$ cat config.mk
export PLATFORM = sky130hd
export DESIGN_NAME = mux_n_skid
export DESIGN_NICKNAME = d
export VERILOG_FILES = /design/src/rtl/mux_n_skid.sv
export SDC_FILE = /design/constraint.sdc
export NUM_CORES = 1
export LEC_CHECK = 0
export CORE_MARGIN = 1.5
export CORE_UTILIZATION = 47
export DETAILED_ROUTE_END_ITERATION = 10
export GPL_ROUTABILITY_DRIVEN = 0
export GPL_TIMING_DRIVEN = 1
export HOLD_SLACK_MARGIN = 0.08
export PLACE_DENSITY_LB_ADDON = 0.2
export SLEW_MARGIN = 30
export SYNTH_ARGS = -nofsm -noshare
export SYNTH_HDL_FRONTEND = slang
export SYNTH_SLANG_ARGS = --single-unit
export TNS_END_PERCENT = 30
$ cat constraint.sdc
create_clock -name clk -period 2.3 [get_ports clk]
set_input_delay 0.46 -clock clk [delete_from_list [all_inputs] [get_ports clk]]
set_output_delay 0.46 -clock clk [all_outputs]
set_load 0.005 [all_outputs]
$ cat src/rtl/mux_n_skid.sv
// mux_n_skid: N-input select stage with registered output and a 2-entry
// skid buffer behind a valid/ready handshake. Out-of-range selects capture
// DEFAULT_VAL with an error flag and bump a saturating error counter.
module mux_n_skid #(
  parameter int               WIDTH       = 11,
  parameter int               N_IN        = 3,
  parameter int               SEL_W       = 2,
  parameter logic [WIDTH-1:0] DEFAULT_VAL = '0,
  parameter int               CNT_W       = 8
) (
  input  logic                  clk,
  input  logic                  reset,
  input  logic [N_IN*WIDTH-1:0] entrada,
  input  logic [SEL_W-1:0]      sel,
  input  logic                  in_valid,
  output logic                  in_ready,
  input  logic                  flush,
  output logic [WIDTH-1:0]      salida,
  output logic                  sel_err,
  output logic                  out_valid,
  input  logic                  out_ready,
  output logic [CNT_W-1:0]      err_count
);

  typedef enum logic [1:0] {EMPTY, ONE, FULL} state_t;

  state_t           state;
  logic [WIDTH-1:0] cap_data;
  logic             cap_err;
  logic [WIDTH-1:0] skid_data;
  logic             skid_err;
  logic             accept;
  logic             pop;

  assign accept = in_valid & in_ready;
  assign pop    = out_valid & out_ready;

  // Build the word that would be captured this cycle from the selected input.
  always_comb begin
    // NOTE: defaults first so every path assigns both signals and no latch is inferred.
    cap_data = DEFAULT_VAL;
    cap_err  = 1'b1;
    for (int k = 0; k < N_IN; k++) begin
      if (sel == SEL_W'(k)) begin
        cap_data = entrada[k*WIDTH +: WIDTH];
        cap_err  = 1'b0;
      end
    end
  end

  // Handshake FSM: head register drives salida, skid register absorbs one
  // extra word while the consumer stalls. All outputs are registered.
  always_ff @(posedge clk or posedge reset) begin
    // NOTE: sequential state uses non-blocking assignments so every register
    // samples the pre-edge values of its peers.
    if (reset) begin
      // NOTE: the skid register is reset too, so it never holds stale data
      // that a later pop could expose.
      state     <= EMPTY;
      out_valid <= 1'b0;
      in_ready  <= 1'b1;
      salida    <= DEFAULT_VAL;
      sel_err   <= 1'b0;
      skid_data <= DEFAULT_VAL;
      skid_err  <= 1'b0;
    end else if (flush) begin
      // Discard everything; salida/sel_err keep their last values.
      state     <= EMPTY;
      out_valid <= 1'b0;
      in_ready  <= 1'b1;
    end else begin
      case (state)
        EMPTY: begin
          if (accept) begin
            state     <= ONE;
            out_valid <= 1'b1;
            salida    <= cap_data;
            sel_err   <= cap_err;
          end
        end
        ONE: begin
          if (accept && pop) begin
            salida  <= cap_data;
            sel_err <= cap_err;
          end else if (accept) begin
            state     <= FULL;
            in_ready  <= 1'b0;
            skid_data <= cap_data;
            skid_err  <= cap_err;
          end else if (pop) begin
            state     <= EMPTY;
            out_valid <= 1'b0;
          end
        end
        FULL: begin
          // in_ready is low here, so only a pop can happen.
          if (pop) begin
            state    <= ONE;
            in_ready <= 1'b1;
            salida   <= skid_data;
            sel_err  <= skid_err;
          end
        end
        default: begin
          state     <= EMPTY;
          out_valid <= 1'b0;
          in_ready  <= 1'b1;
        end
      endcase
    end
  end

  // Saturating count of accepted out-of-range selects; flushed words don't count.
  always_ff @(posedge clk or posedge reset) begin
    if (reset) begin
      err_count <= '0;
    end else if (!flush && accept && cap_err && (err_count != {CNT_W{1'b1}})) begin
      err_count <= err_count + CNT_W'(1);
    end
  end

endmodule

# == Word level (Yosys, flattened, before mapping) ==
# Cells that the tools add are included.
# word_totals
regBits,36
out_inout_bits,22
# classes
muxes,32
reduce_logical,13
add_sub_neg,1
n_bitwise,4
eq_ne,17
# ops
cell,n
$mux 11,6
$pmux 11 s3,1
$ne 3x3->1 const B,6
$mux 1,15
$mux 2,6
$reduce_and 4->1,3
$ne 2x2->1 const B,5
$reduce_and 5->1,2
$pmux 1 s3,3
$add 8x1->8 const B,1
$ne 8x8->1 const B,1
$pmux 2 s3,1
$eq 2x1->1 const B,2
$eq 2x2->1 const B,2
$logic_and 1x1->1,4
$logic_not 2->1,2
$ne 4x4->1 const B,1
$reduce_bool 3->1,1
$and 1x1->1,2
$not 1->1,2
$logic_not 1->1,1

# == Logic depth before layout (Yosys ltp) ==
# Gate-level depths: netlist of the first run.
# depth
ltp_word,6
depth_mapped,6
mapped_depth_nobuf,4

# == Least setup slack after synthesis of the first run ==
# OpenSTA, ideal clock, no wires.
# synth_timing
path_kind,reg2reg
from,register in_ready
to,register salida[10]
arrival_ps,1581
slack_ps,594
synth_period_minus_slack_ps,1706
stages_incl_launch_ff,7
setup_ps,125
cell_sequence,dfstp_2 > and3b_1 > buf_4 > nor2_4 > o31ai_4 > buf_6 > mux2_4
# synth_via
elab_chain_cells,4
# synth_rtl
item,line,source
from (decl),16,"output logic in_ready,"
from (signal assigned),61,in_ready <= 1'b1;
from (signal assigned),70,in_ready <= 1'b1;
from (signal assigned),87,in_ready <= 1'b0;
$and 1x1->1 *,35,assign accept = in_valid & in_ready;
$logic_and 1x1->1,82,if (accept && pop) begin
$ne 2x2->1 (no line),n/a,
$reduce_and 5->1 (no line) *,n/a,
to (signal assigned),77,salida <= cap_data;
to (signal assigned),83,salida <= cap_data;
to (signal assigned),100,salida <= skid_data;
to (decl),18,"output logic [WIDTH-1:0] salida,"
# Mark *: on every way between the ends. The rest lies on a longest branch, timed or not.
# A chain may end at the register's enable or synchronous reset.

# == Final worst setup path of the first run ==
# layout_timing
from,input port sel[1]
to,register salida[2]
# layout_via
elab_chain_cells,6
# layout_rtl
item,line,source
from (decl),14,"input logic [SEL_W-1:0] sel,"
$logic_not 2->1,44,if (sel == SEL_W'(k)) begin
$mux 11 (2 in a row),44,
$mux 11 *,44,
"$mux 11, on equally long branches","82, 74",
$pmux 11 s3 *,72,case (state)
# Mark *: on every way between the ends. The rest lies on a longest branch, timed or not. The select of a mux whose other input is x is not followed.

==> results of run 1 <==
## path summary, 6_finish.rpt
path,start,endpoint,depth (start not counted)
min in group asynchronous,reset,err_count[6],2
max in group asynchronous,reset,skid_data[1],3
min,skid_err,skid_err,2
max,sel[1],salida[2],5
min reg2reg,skid_err,skid_err,2
max reg2reg,state[0],salida[0],3
## area by class of cell
cell class	instances	area share [%]
sequential	36	31.8
clock inverter	2	0.529
multi-input combinational	119	36.9
tap	50	2.20
timing repair buffer	73	25.6
inverter	1	0.132
clock buffer	6	2.91
## synthesized netlist by cell type, types with 3 or more instances
| cell type | n |
|---|---|
| sky130_fd_sc_hd__a21oi_1 | 7 |
| sky130_fd_sc_hd__nand2_1 | 14 |
| sky130_fd_sc_hd__mux2_2 | 12 |
| sky130_fd_sc_hd__mux2_4 | 10 |
| sky130_fd_sc_hd__nand2b_1 | 3 |
| sky130_fd_sc_hd__and3_1 | 3 |
| sky130_fd_sc_hd__o2bb2ai_1 | 11 |
| sky130_fd_sc_hd__dfrtp_1 | 35 |
| sky130_fd_sc_hd__mux2_1 | 15 |
| sky130_fd_sc_hd__buf_2 | 4 |
| sky130_fd_sc_hd__o21bai_1 | 3 |
| sky130_fd_sc_hd__mux2i_1 | 11 |
| sky130_fd_sc_hd__nor2_1 | 4 |
## cell families after synthesis
kind of cell	count (synthesis)
mux	48
xor+xnor	2
simple gates	39
flops	36
compound gates	29
fa+ha+maj	1
buf+inv	10
## stage by stage
| step | instance area (sq um) | instances | hold slack [ps] | worst slack (ps) | utilization (%) |
|---|---|---|---|---|---|
| 2_1_floorplan | 2010 | 165 | 455 | 594 | - |
| 3_3_place_gp | 2740 | 279 | 465 | 117 | 67.6 |
| 3_5_place_dp | 2740 | 279 | 478 | 65.7 | 67.6 |
| 4_1_cts | 2840 | 287 | 494 | 368 | 70.0 |
| 5_1_grt | 2840 | 287 | 524 | 276 | 70.0 |
| 6_report | 2840 | 287 | 492 | 376 | 70.0 |
## report_power, final
part / switching [W] / leakage [nW] / internal [W]
Clock: 0.000238 / 0.0434 / 0.000243
Sequential: 0.000134 / 0.460 / 0.000830
Combinational: 0.000228 / 0.736 / 0.000483
## sequential cells by signal (all words and copies together), names as in the netlist
register / count
salida: 11
skid_data: 11
err_count: 8
state: 2
in_ready: 1
out_valid: 1
sel_err: 1
skid_err: 1
## routing by layer
metal	routed length, um	up-vias	part of all wire, %
li1	-	745	-
met5	0	-	0
met1	1930	774	41
met2	2370	55	50
met4	96	0	2.0
met3	308	11	6.5
## critical path, delay by kind of cell
family | cells | cell delay [ps]
AOI/OAI and AO/OA | 1 | 220
buffers and inverters | 1 | 520
muxes | 2 | 340
and+or+nand+nor | 1 | 620
==> impl_metrics.sql, run 1 <==
INSERT INTO impl_metrics (metric_group, metric, value, unit) VALUES
('floorplan', 'die_height', '68.3', 'um'),
('sta', 'grt_setup_unrepaired', 'no', ''),
('synth', 'netlist_instances', '165', ''),
('sta', 'worstMarginPinSlew', '730', 'ps'),
('final_layout', 'insertedDiodeCount', '0', ''),
('pwr', 'fin_total_pwr', '0.00215', 'W'),
('synth', 'synth_compound_area_share', '10.8', '%'),
('critical_path', 'critical_path_required', '2540', 'ps'),
('sta', 'timing.final.hold_violations', '0', ''),
('detailed_routing', 'viasPerCell', '5.52', ''),
('sta', 'max_freq', '0.520', 'GHz'),
('sta', 'final-max-slew-violation-count', '0', ''),
('floorplan', 'initial_utilization', '49.5', '%'),
('global_route', 'antenna_found_initial', '0', ''),
('pwr', 'power.static_leakage', '1.24', 'nW'),
('pwr', 'pwr_density_cell', '759', 'mW/mm^2'),
('run_status', 'status', 'finished, final reports clean', ''),
('synth', 'synth_sequential_area_ratio', '45.0', '%'),
('detailed_routing', 'route.detailed.drc', '0', ''),
('detailed_routing', 'initialDrtViolationCount', '76', ''),
('detailed_routing', 'ant_nets', '0', ''),
('sta', 'finalCriticalPeriod', '1920', 'ps'),
('critical_path', 'critical_path_peak_fanout', '11', ''),
('global_route', 'grt_first_pass_wirelength', '7420', 'um'),
('pwr', 'vdd.ir_drop.worst', '0.598', 'mV'),
('critical_path', 'worst_ep_arrival_time', '2160', 'ps'),
('synth', 'synth_fa_ha_area_share', '0.623', '%'),
('synth', 'ys_warn_count', '0', ''),
('placement', 'dpl.hpwl', '3550', 'um'),
('clock_tree', 'number_of_buffers_created_by_cts', '5', ''),
('global_route', 'grt_pass1_vias', '1663', ''),
('synth', 'synth_cell_type_count', '40', ''),
('floorplan', 'ios', '62', ''),
('clock_tree', 'clk_root_buffer_cell', 'sky130_fd_sc_hd__clkbuf_8', ''),
('synth', 'syn-mean-instance-area', '12.2', 'sq um'),
('sta', 'clock_skew', '8.90', 'ps'),
('min_path', 'worst_hold_path_type', 'flop to flop', ''),
('critical_path', 'endpoint_kind', 'flop', ''),
('global_route', 'grt_max_degree', '23', ''),
('synth', 'synth-async-reset-ratio', '100', '%'),
('critical_path', 'worst_path_max_delay_cell', 'sky130_fd_sc_hd__nor2b_1', ''),
('synth', 'syn-num-nets', '206', ''),
('critical_path', 'critical_path_class', 'input pin to flop', ''),
('clock_tree', 'numClockSinks', '36', ''),
('placement', 'place.port_buffers', '61', ''),
('global_route', 'overflow', '0', ''),
('sta', 'setup_total_negative_slack', '0', 'ps'),
('clock_tree', 'post-cts-setup-buffers', '0', ''),
('global_route', 'gr-usage-met2', '38.1', '%'),
('synth', 'main_combinational_cell_family_by_area_after_synthesis', 'multiplexers', ''),
('final_layout', 'sequential_cell_area', '902', 'sq um'),
('floorplan', 'floorplan.die_area', '0.00467', 'sq mm'),
('synth', 'synth.cell_area', '0.00201', 'sq mm'),
('global_route', 'grt_util_met3', '6.74', '%'),
('clock_tree', 'cts_hold_buffers', '0', ''),
('final_layout', 'nets', '277', ''),
('floorplan', 'die_width', '68.3', 'um'),
('detailed_routing', 'detailroute.via_count', '1585', ''),
('synth', 'yosysTopAreaCellShare', '43.6', '%'),
('global_route', 'grt.busiest_layer', 'met2', ''),
('critical_path', 'reg_to_reg_slack_setup', '480', 'ps'),
('synth', 'synth-edff-count', '0', ''),
('critical_path', 'worstPathCellList', 'clkdlybuf4s50_1 -> nor2b_1 -> o2bb2ai_1 -> mux2_2 -> mux2_4', ''),
('synth', 'synth_area_leader_cell', 'sky130_fd_sc_hd__dfrtp_1', ''),
('clock_tree', 'longest_clk_path_bufs', '2', ''),
('floorplan', 'floorplan.rows', '23', ''),
('final_layout', 'fill_cells', '284', ''),
('clock_tree', 'clk_latency', '290', 'ps'),
('detailed_routing', 'post_drt_wl_per_cell', '16.4', 'um'),
('global_route', 'grt_util_all_layers', '21.8', '%'),
('clock_tree', 'resized_cells_post_cts', '0', '');
Power figures use the tool's default switching activity.
==> run 2: changes to the inputs <==
Settings changed: CORE_UTILIZATION 47 to 42.
Clock period 2.3 ns to 1.7 ns, I/O delays scaled along.
==> run 2 against run 1 <==
Against the previous run:
- core utilization is 3.6 points lower
- critical path depth stayed put
- count of clock-buffer cells in the layout stayed put
- critical path type is now flop to flop
- register-to-register slack worse by 480 ps
- die area is 11% higher
- combinational power is 43% higher
- largest power group unchanged
- first-iteration DRC count is 59% lower
- hold slack worse by 99 ps
==> impl_metrics.sql, run 2 (synthesized netlist as in run 1, its figures left out) <==
INSERT INTO impl_metrics (metric_group, metric, value, unit) VALUES
('placement', 'placed_area', '0.00284', 'sq mm'),
('global_route', 'antenna_found_initial', '0', ''),
('sta', 'setup_viol_count_final', '0', ''),
('critical_path', 'timing.rr.start', 'in_ready', ''),
('pwr', 'pwr_density_cell', '1030', 'mW/mm^2'),
('final_layout', 'layout-drive-gt1-share', '24.7', '%'),
('pwr', 'power.static_leakage', '1.33', 'nW'),
('run', 'max_cap_viol_count', '0', ''),
('sta', 'timing.final.hold_violations', '0', ''),
('floorplan', 'floorplan.die_area', '0.00520', 'sq mm'),
('clock_tree', 'tritoncts', 'done', ''),
('floorplan', 'initial_utilization', '44.9', '%'),
('detailed_routing', 'drt_first_pass_iters', '4', ''),
('clock_tree', 'clk_root_buffer_cell', 'sky130_fd_sc_hd__clkbuf_8', ''),
('sta', 'grt_setup_unrepaired', 'yes', ''),
('global_route', 'grt_first_pass_wirelength', '8210', 'um'),
('critical_path', 'critical_path_peak_fanout', '12', ''),
('final_layout', 'fill_cells', '344', ''),
('global_route', 'grt_util_all_layers', '20.7', '%'),
('clock_tree', 'clk_pin_slew_worst_paths', '70', 'ps'),
('placement', 'dp_slack', '-489', 'ps'),
('critical_path', 'critical_path_required', '1870', 'ps'),
('floorplan', 'die_width', '72.1', 'um'),
('sta', 'max_freq', '0.589', 'GHz'),
('sta', 'clock_skew', '4.46', 'ps'),
('final_layout', 'biggestRegsByFlops', 'salida: 11 flops, skid_data: 11 flops, err_count: 8 flops', ''),
('sta', 'finalCriticalPeriod', '1700', 'ps'),
('sta', 'layout_worst_path_cycle_share', '99.8', '%'),
('clock_tree', 'number_of_buffers_created_by_cts', '5', ''),
('critical_path', 'worst_setup_path_start_kind', 'flop', ''),
('final_layout', 'finalInstanceArea', '0.00297', 'sq mm'),
('sta', 'worstMarginPinSlew', '522', 'ps'),
('sta', 'post-route-worst-setup-slack', '2.89', 'ps'),
('sta', 'final-max-slew-violation-count', '0', ''),
('floorplan', 'die_height', '72.1', 'um'),
('clock_tree', 'post-cts-setup-buffers', '0', ''),
('critical_path', 'endpoint_kind', 'flop', ''),
('floorplan', 'ios', '62', ''),
('critical_path', 'critical_path_class', 'flop to flop', ''),
('run_status', 'status', 'finished, final reports clean', ''),
('global_route', 'grt_max_degree', '37', ''),
('final_layout', 'layout.cells.most_common', 'sky130_fd_sc_hd__clkdlybuf4s50_1', ''),
('placement', 'place.port_buffers', '61', ''),
('detailed_routing', 'viasPerCell', '5.34', ''),
('sta', 'timing.slew.headroom', '65.0', '%'),
('detailed_routing', 'post_drt_wl_per_cell', '16.4', 'um'),
('critical_path', 'worst_ep_arrival_time', '1870', 'ps'),
('global_route', 'overflow', '0', ''),
('final_layout', 'insertedDiodeCount', '0', ''),
('final_layout', 'area.growth.synth_to_final', '48.1', '%'),
('clock_tree', 'cts_hold_buffers', '0', ''),
('clock_tree', 'longest_clk_path_bufs', '2', ''),
('detailed_routing', 'initialDrtViolationCount', '31', ''),
('critical_path', 'r2r_cells', '5', ''),
('floorplan', 'core_area', '0.00447', 'sq mm'),
('min_path', 'worst_hold_path_type', 'input pin to async pin', ''),
('final_layout', 'final_cell_mix', '58 x sky130_fd_sc_hd__clkdlybuf4s50_1, 35 x sky130_fd_sc_hd__dfrtp_1, 18 x sky130_fd_sc_hd__buf_4', ''),
('detailed_routing', 'wl', '4920', 'um'),
('clock_tree', 'clk_latency', '290', 'ps'),
('final_layout', 'nets', '287', ''),
('critical_path', 'r2r_end', 'salida[4]', ''),
('sta', 'worst_hold_slack', '393', 'ps'),
('global_route', 'grt_pass1_vias', '1720', ''),
('detailed_routing', 'ant_nets', '0', ''),
('placement', 'dpl.hpwl', '3700', 'um'),
('detailed_routing', 'route.detailed.drc', '0', ''),
('clock_tree', 'h-tree-depth', '2', ''),
('detailed_routing', 'detailroute.via_count', '1598', ''),
('final_layout', 'post-route-util', '66.4', '%'),
('critical_path', 'reg_to_reg_slack_setup', '3', 'ps'),
('floorplan', 'floorplan.rows', '24', ''),
('pwr', 'vdd.ir_drop.worst', '0.570', 'mV'),
('clock_tree', 'numClockSinks', '36', '');
run 2: cell count changes in the layout (fill, tap and decap cells not counted), sizes merged:
| cell | delta |
|---|---|
| clkinv | +1 |
| bufinv | +1 |
| clkdlybuf4s50 | -3 |
| clkinvlp | -2 |
| buf | +10 |
| dlygate4sd2 | +1 |
| dlymetal6s2s | +2 |
run 2: what timing repair did:
item | CTS | global route
gates resized for setup | 5 | 3
setup endpoints to repair | 24 | 26
hold endpoints to repair | 0 | 0
cloned | 0 | 0
pin swaps | 0 | 1
run 2: per-layer routing:
metal	GRT usage, %	up-vias	routed length (um)
met4	8.18	0	86
met2	36.2	46	2500
met3	5.56	9	275
met1	24.1	779	2060
li1	-	764	-
met5	0	-	0
run 2: metrics by stage:
stage | TNS, ps | cells | power [W]
3_3_place_gp | -9290 | 291 | 0.00227
2_1_floorplan | -23.8 | 165 | 0.00176
3_5_place_dp | -10550 | 291 | 0.00233
6_report | 0 | 299 | 0.00306
4_1_cts | -0.703 | 299 | 0.00309
5_1_grt | -653 | 299 | 0.00324
run 2: worst max-delay path by stage:
| stage | startpoint | end | slack [ps] |
|---|---|---|---|
| 3_3_place_gp | sel[0] | salida[2] | -430 |
| 5_1_grt | in_ready | sel_err | -40 |
| 3_5_place_dp | sel[0] | salida[6] | -490 |
| 2_1_floorplan | in_ready | salida[10] | -2 |
| 4_1_cts | in_ready | salida[8] | -0.7 |
| 6_report | in_ready | salida[4] | 3 |
run 2: layout make-up:
type | count | area [sq um] | share of cell area (%)
Tap cell | 52 | 65.1 | 2.19
Timing Repair Buffer | 83 | 830 | 27.9
Sequential cell | 36 | 902 | 30.4
Inverter | 1 | 3.75 | 0.126
Clock buffer | 6 | 72.6 | 2.44
Multi-Input combinational cell | 119 | 1060 | 35.8
Clock inverter | 2 | 35.0 | 1.18
run 2: report_power, final:
part / internal [W] / total (W) / switching, W
Combinational: 0.000687 / 0.00102 / 0.000331
Clock: 0.000435 / 0.000740 / 0.000305
Sequential: 0.00112 / 0.00130 / 0.000176
run 2: critical path, stage by stage (launching register included):
cell	delay [ps]
sky130_fd_sc_hd__dfstp_2	560
sky130_fd_sc_hd__and3b_2	240
sky130_fd_sc_hd__nor2_4	60
sky130_fd_sc_hd__o31ai_4	210
sky130_fd_sc_hd__buf_12	200
sky130_fd_sc_hd__mux2_4	310
==> run 3: changes to the inputs <==
--- a/config.mk
+++ b/config.mk
@@ -12,5 +12,5 @@
 export GPL_TIMING_DRIVEN = 1
 export HOLD_SLACK_MARGIN = 0.08
-export PLACE_DENSITY_LB_ADDON = 0.2
+export PLACE_DENSITY = 0.76
 export SLEW_MARGIN = 30
 export SYNTH_ARGS = -nofsm -noshare
==> constraint.sdc (replaced) <==
create_clock -name clk -period 1.7 [get_ports clk]
set_input_delay 0.17 -clock clk [delete_from_list [all_inputs] [get_ports clk]]
set_output_delay 0.17 -clock clk [all_outputs]
set_load 0.005 [all_outputs]
==> run 3 against run 2 <==
Against the previous run:
- die area unchanged
- combinational power barely moved
- worst setup slack better by 9.6 ps
- sequential cell count is the same
- first-iteration DRC count down 6.5%
- core utilization grew 0.17 points
- non-clock buffer count increased by 2
- count of clock-buffer cells in the layout unchanged
- critical path depth unchanged
- design area rose by 0.25%
- sequential share of layout area is 0.077 points lower
- clock power shrank 21%
==> impl_metrics.sql, run 3 (synthesized netlist as in run 1, its figures left out) <==
INSERT INTO impl_metrics (metric_group, metric, value, unit) VALUES
('run_status', 'status', 'finished, final reports clean', ''),
('critical_path', 'endpoint_kind', 'flop', ''),
('placement', 'dp_slack', '-249', 'ps'),
('sta', 'max_freq', '0.593', 'GHz'),
('detailed_routing', 'ant_nets', '0', ''),
('sta', 'layout_worst_path_cycle_share', '99.3', '%'),
('final_layout', 'final-instance-count-excl-fill', '300', ''),
('sta', 'worstMarginPinSlew', '463', 'ps'),
('sta', 'timing.final.hold_violations', '0', ''),
('sta', 'setup_viol_count_final', '0', ''),
('floorplan', 'ios', '62', ''),
('floorplan', 'core_area', '0.00447', 'sq mm'),
('floorplan', 'floorplan.die_area', '0.00520', 'sq mm'),
('final_layout', 'nets', '289', ''),
('clock_tree', 'longest_clk_path_bufs', '2', ''),
('critical_path', 'worst_setup_path_start', 'in_ready', ''),
('clock_tree', 'number_of_buffers_created_by_cts', '5', ''),
('pwr', 'internal_power', '0.00209', 'W'),
('detailed_routing', 'routedLengthMet1', '2240', 'um'),
('floorplan', 'die_height', '72.1', 'um'),
('detailed_routing', 'detailroute.via_count', '1576', ''),
('pwr', 'power.static_leakage', '1.32', 'nW'),
('min_path', 'worst_hold_path_type', 'input pin to async pin', ''),
('pwr', 'switching_share_of_power', '27.6', '%'),
('global_route', 'overflow', '0', ''),
('final_layout', 'layout.cells.most_common', 'sky130_fd_sc_hd__clkdlybuf4s50_1', ''),
('sta', 'grt_setup_unrepaired', 'yes', ''),
('sta', 'final-max-slew-violation-count', '0', ''),
('detailed_routing', 'viasPerCell', '5.25', ''),
('critical_path', 'critical_path_required', '1870', 'ps'),
('clock_tree', 'clk_latency', '290', 'ps'),
('detailed_routing', 'drt_first_pass_iters', '4', ''),
('detailed_routing', 'initialDrtViolationCount', '29', ''),
('final_layout', 'layout-drive-gt1-share', '24.6', '%'),
('clock_tree', 'cts_hold_buffers', '0', ''),
('detailed_routing', 'dr_wl_met3', '395', 'um'),
('global_route', 'grt_max_degree', '37', ''),
('detailed_routing', 'post_drt_wl_per_cell', '15.8', 'um'),
('global_route', 'grt_pass1_vias', '1609', ''),
('clock_tree', 'clk_pin_slew_worst_paths', '70', 'ps'),
('detailed_routing', 'route.met2.wl', '2080', 'um'),
('final_layout', 'finalInstanceArea', '0.00298', 'sq mm'),
('sta', 'timing.slew.headroom', '69.0', '%'),
('floorplan', 'floorplan.rows', '24', ''),
('final_layout', 'area.growth.synth_to_final', '48.4', '%'),
('global_route', 'grt_first_pass_wirelength', '7600', 'um'),
('critical_path', 'critical_path_peak_fanout', '9', ''),
('pwr', 'vdd.ir_drop.worst', '0.657', 'mV'),
('critical_path', 'worst_setup_path_start_kind', 'flop', ''),
('placement', 'placed_area', '0.00286', 'sq mm'),
('sta', 'clock_skew', '5.67', 'ps'),
('sta', 'finalCriticalPeriod', '1690', 'ps'),
('global_route', 'grt_util_all_layers', '18.7', '%'),
('placement', 'dpl.hpwl', '3450', 'um'),
('pwr', 'pwr_density_cell', '970', 'mW/mm^2'),
('final_layout', 'final_cell_mix', '61 x sky130_fd_sc_hd__clkdlybuf4s50_1, 35 x sky130_fd_sc_hd__dfrtp_1, 18 x sky130_fd_sc_hd__buf_4', ''),
('sta', 'setup_total_negative_slack', '0', 'ps'),
('clock_tree', 'tritoncts', 'done', ''),
('pwr', 'combPwrFrac', '35.2', '%'),
('detailed_routing', 'route.detailed.drc', '0', ''),
('floorplan', 'initial_utilization', '44.9', '%'),
('critical_path', 'timing.rr.start', 'in_ready', ''),
('run', 'max_cap_viol_count', '0', ''),
('pwr', 'fin_total_pwr', '0.00289', 'W'),
('placement', 'place.port_buffers', '61', ''),
('final_layout', 'biggestRegsByFlops', 'salida: 11 flops, skid_data: 11 flops, err_count: 8 flops', ''),
('pwr', 'switchingPower', '0.000797', 'W'),
('critical_path', 'critical_path_class', 'flop to flop', ''),
('global_route', 'antenna_found_initial', '0', ''),
('clock_tree', 'clk_root_buffer_cell', 'sky130_fd_sc_hd__clkbuf_8', ''),
('critical_path', 'worst_ep_arrival_time', '1860', 'ps'),
('floorplan', 'die_width', '72.1', 'um'),
('final_layout', 'fill_cells', '346', ''),
('pwr', 'share_clk_of_total_power', '20.1', '%'),
('pwr', 'share_seq_of_total_power', '44.7', '%'),
('clock_tree', 'h-tree-depth', '2', ''),
('sta', 'post-route-worst-setup-slack', '12.5', 'ps'),
('final_layout', 'insertedDiodeCount', '0', ''),
('detailed_routing', 'wl', '4740', 'um'),
('placement', 'place.detailed.instances', '292', ''),
('clock_tree', 'numClockSinks', '36', ''),
('detailed_routing', 'top_layer_reached_by_signal_wires', 'met4', '');
[run 3: worst max-delay path, cell delays in order (launching register included)]
cell                      delay [ps]
sky130_fd_sc_hd__dfstp_2         530
sky130_fd_sc_hd__and3b_2         240
sky130_fd_sc_hd__nor2_4           60
sky130_fd_sc_hd__o31ai_4         250
sky130_fd_sc_hd__buf_12          190
sky130_fd_sc_hd__mux2_4          300
[run 3: final cells by class]
cell class	instances	area (sq um)	area share (%)
multi-input combinational	119	1070	36.0
sequential	36	902	30.3
timing repair buffer	85	857	28.8
clock buffer	6	72.6	2.44
tap	52	65.1	2.18
clock inverter	1	5.00	0.168
inverter	1	3.75	0.126
[run 3: metal layers]
metal  up-vias  global-route usage, %
li1        769                      -
met1       745                   25.3
met2        58                   29.3
met3         4                   6.67
met4         0                   3.56
met5         -                      0
[run 3: final timing paths]
check,endpoint,cells after the start,slack (ps)
worst max register to register,salida[4],5,10
min in group clk,salida[0],1,490
worst max-delay path,salida[4],5,10
max in group asynchronous,in_ready,3,1220
worst min-delay path,salida[6],3,230
worst min register to register,salida[0],1,490
[run 3: power by group through the flow]
stage,sequential (W),combinational [W],clock [W]
after floorplan,0.00129,0.000479,0
after global placement,0.00130,0.000986,0
after detailed placement,0.00131,0.00101,0
after CTS,0.00129,0.00102,0.000590
after global routing,0.00132,0.00111,0.000629
final,0.00129,0.00102,0.000581
[run 3: timing repair]
item,CTS,global route
buffers inserted,0,1
setup endpoints to repair,12,19
gates resized for setup,2,4
[run 3: per-stage QoR]
stage	utilization (%)	hold slack [ps]
after floorplan	-	266
after detailed placement	64.0	479
after CTS	65.9	236
after global placement	64.0	469
after global routing	66.6	242
final	66.6	228
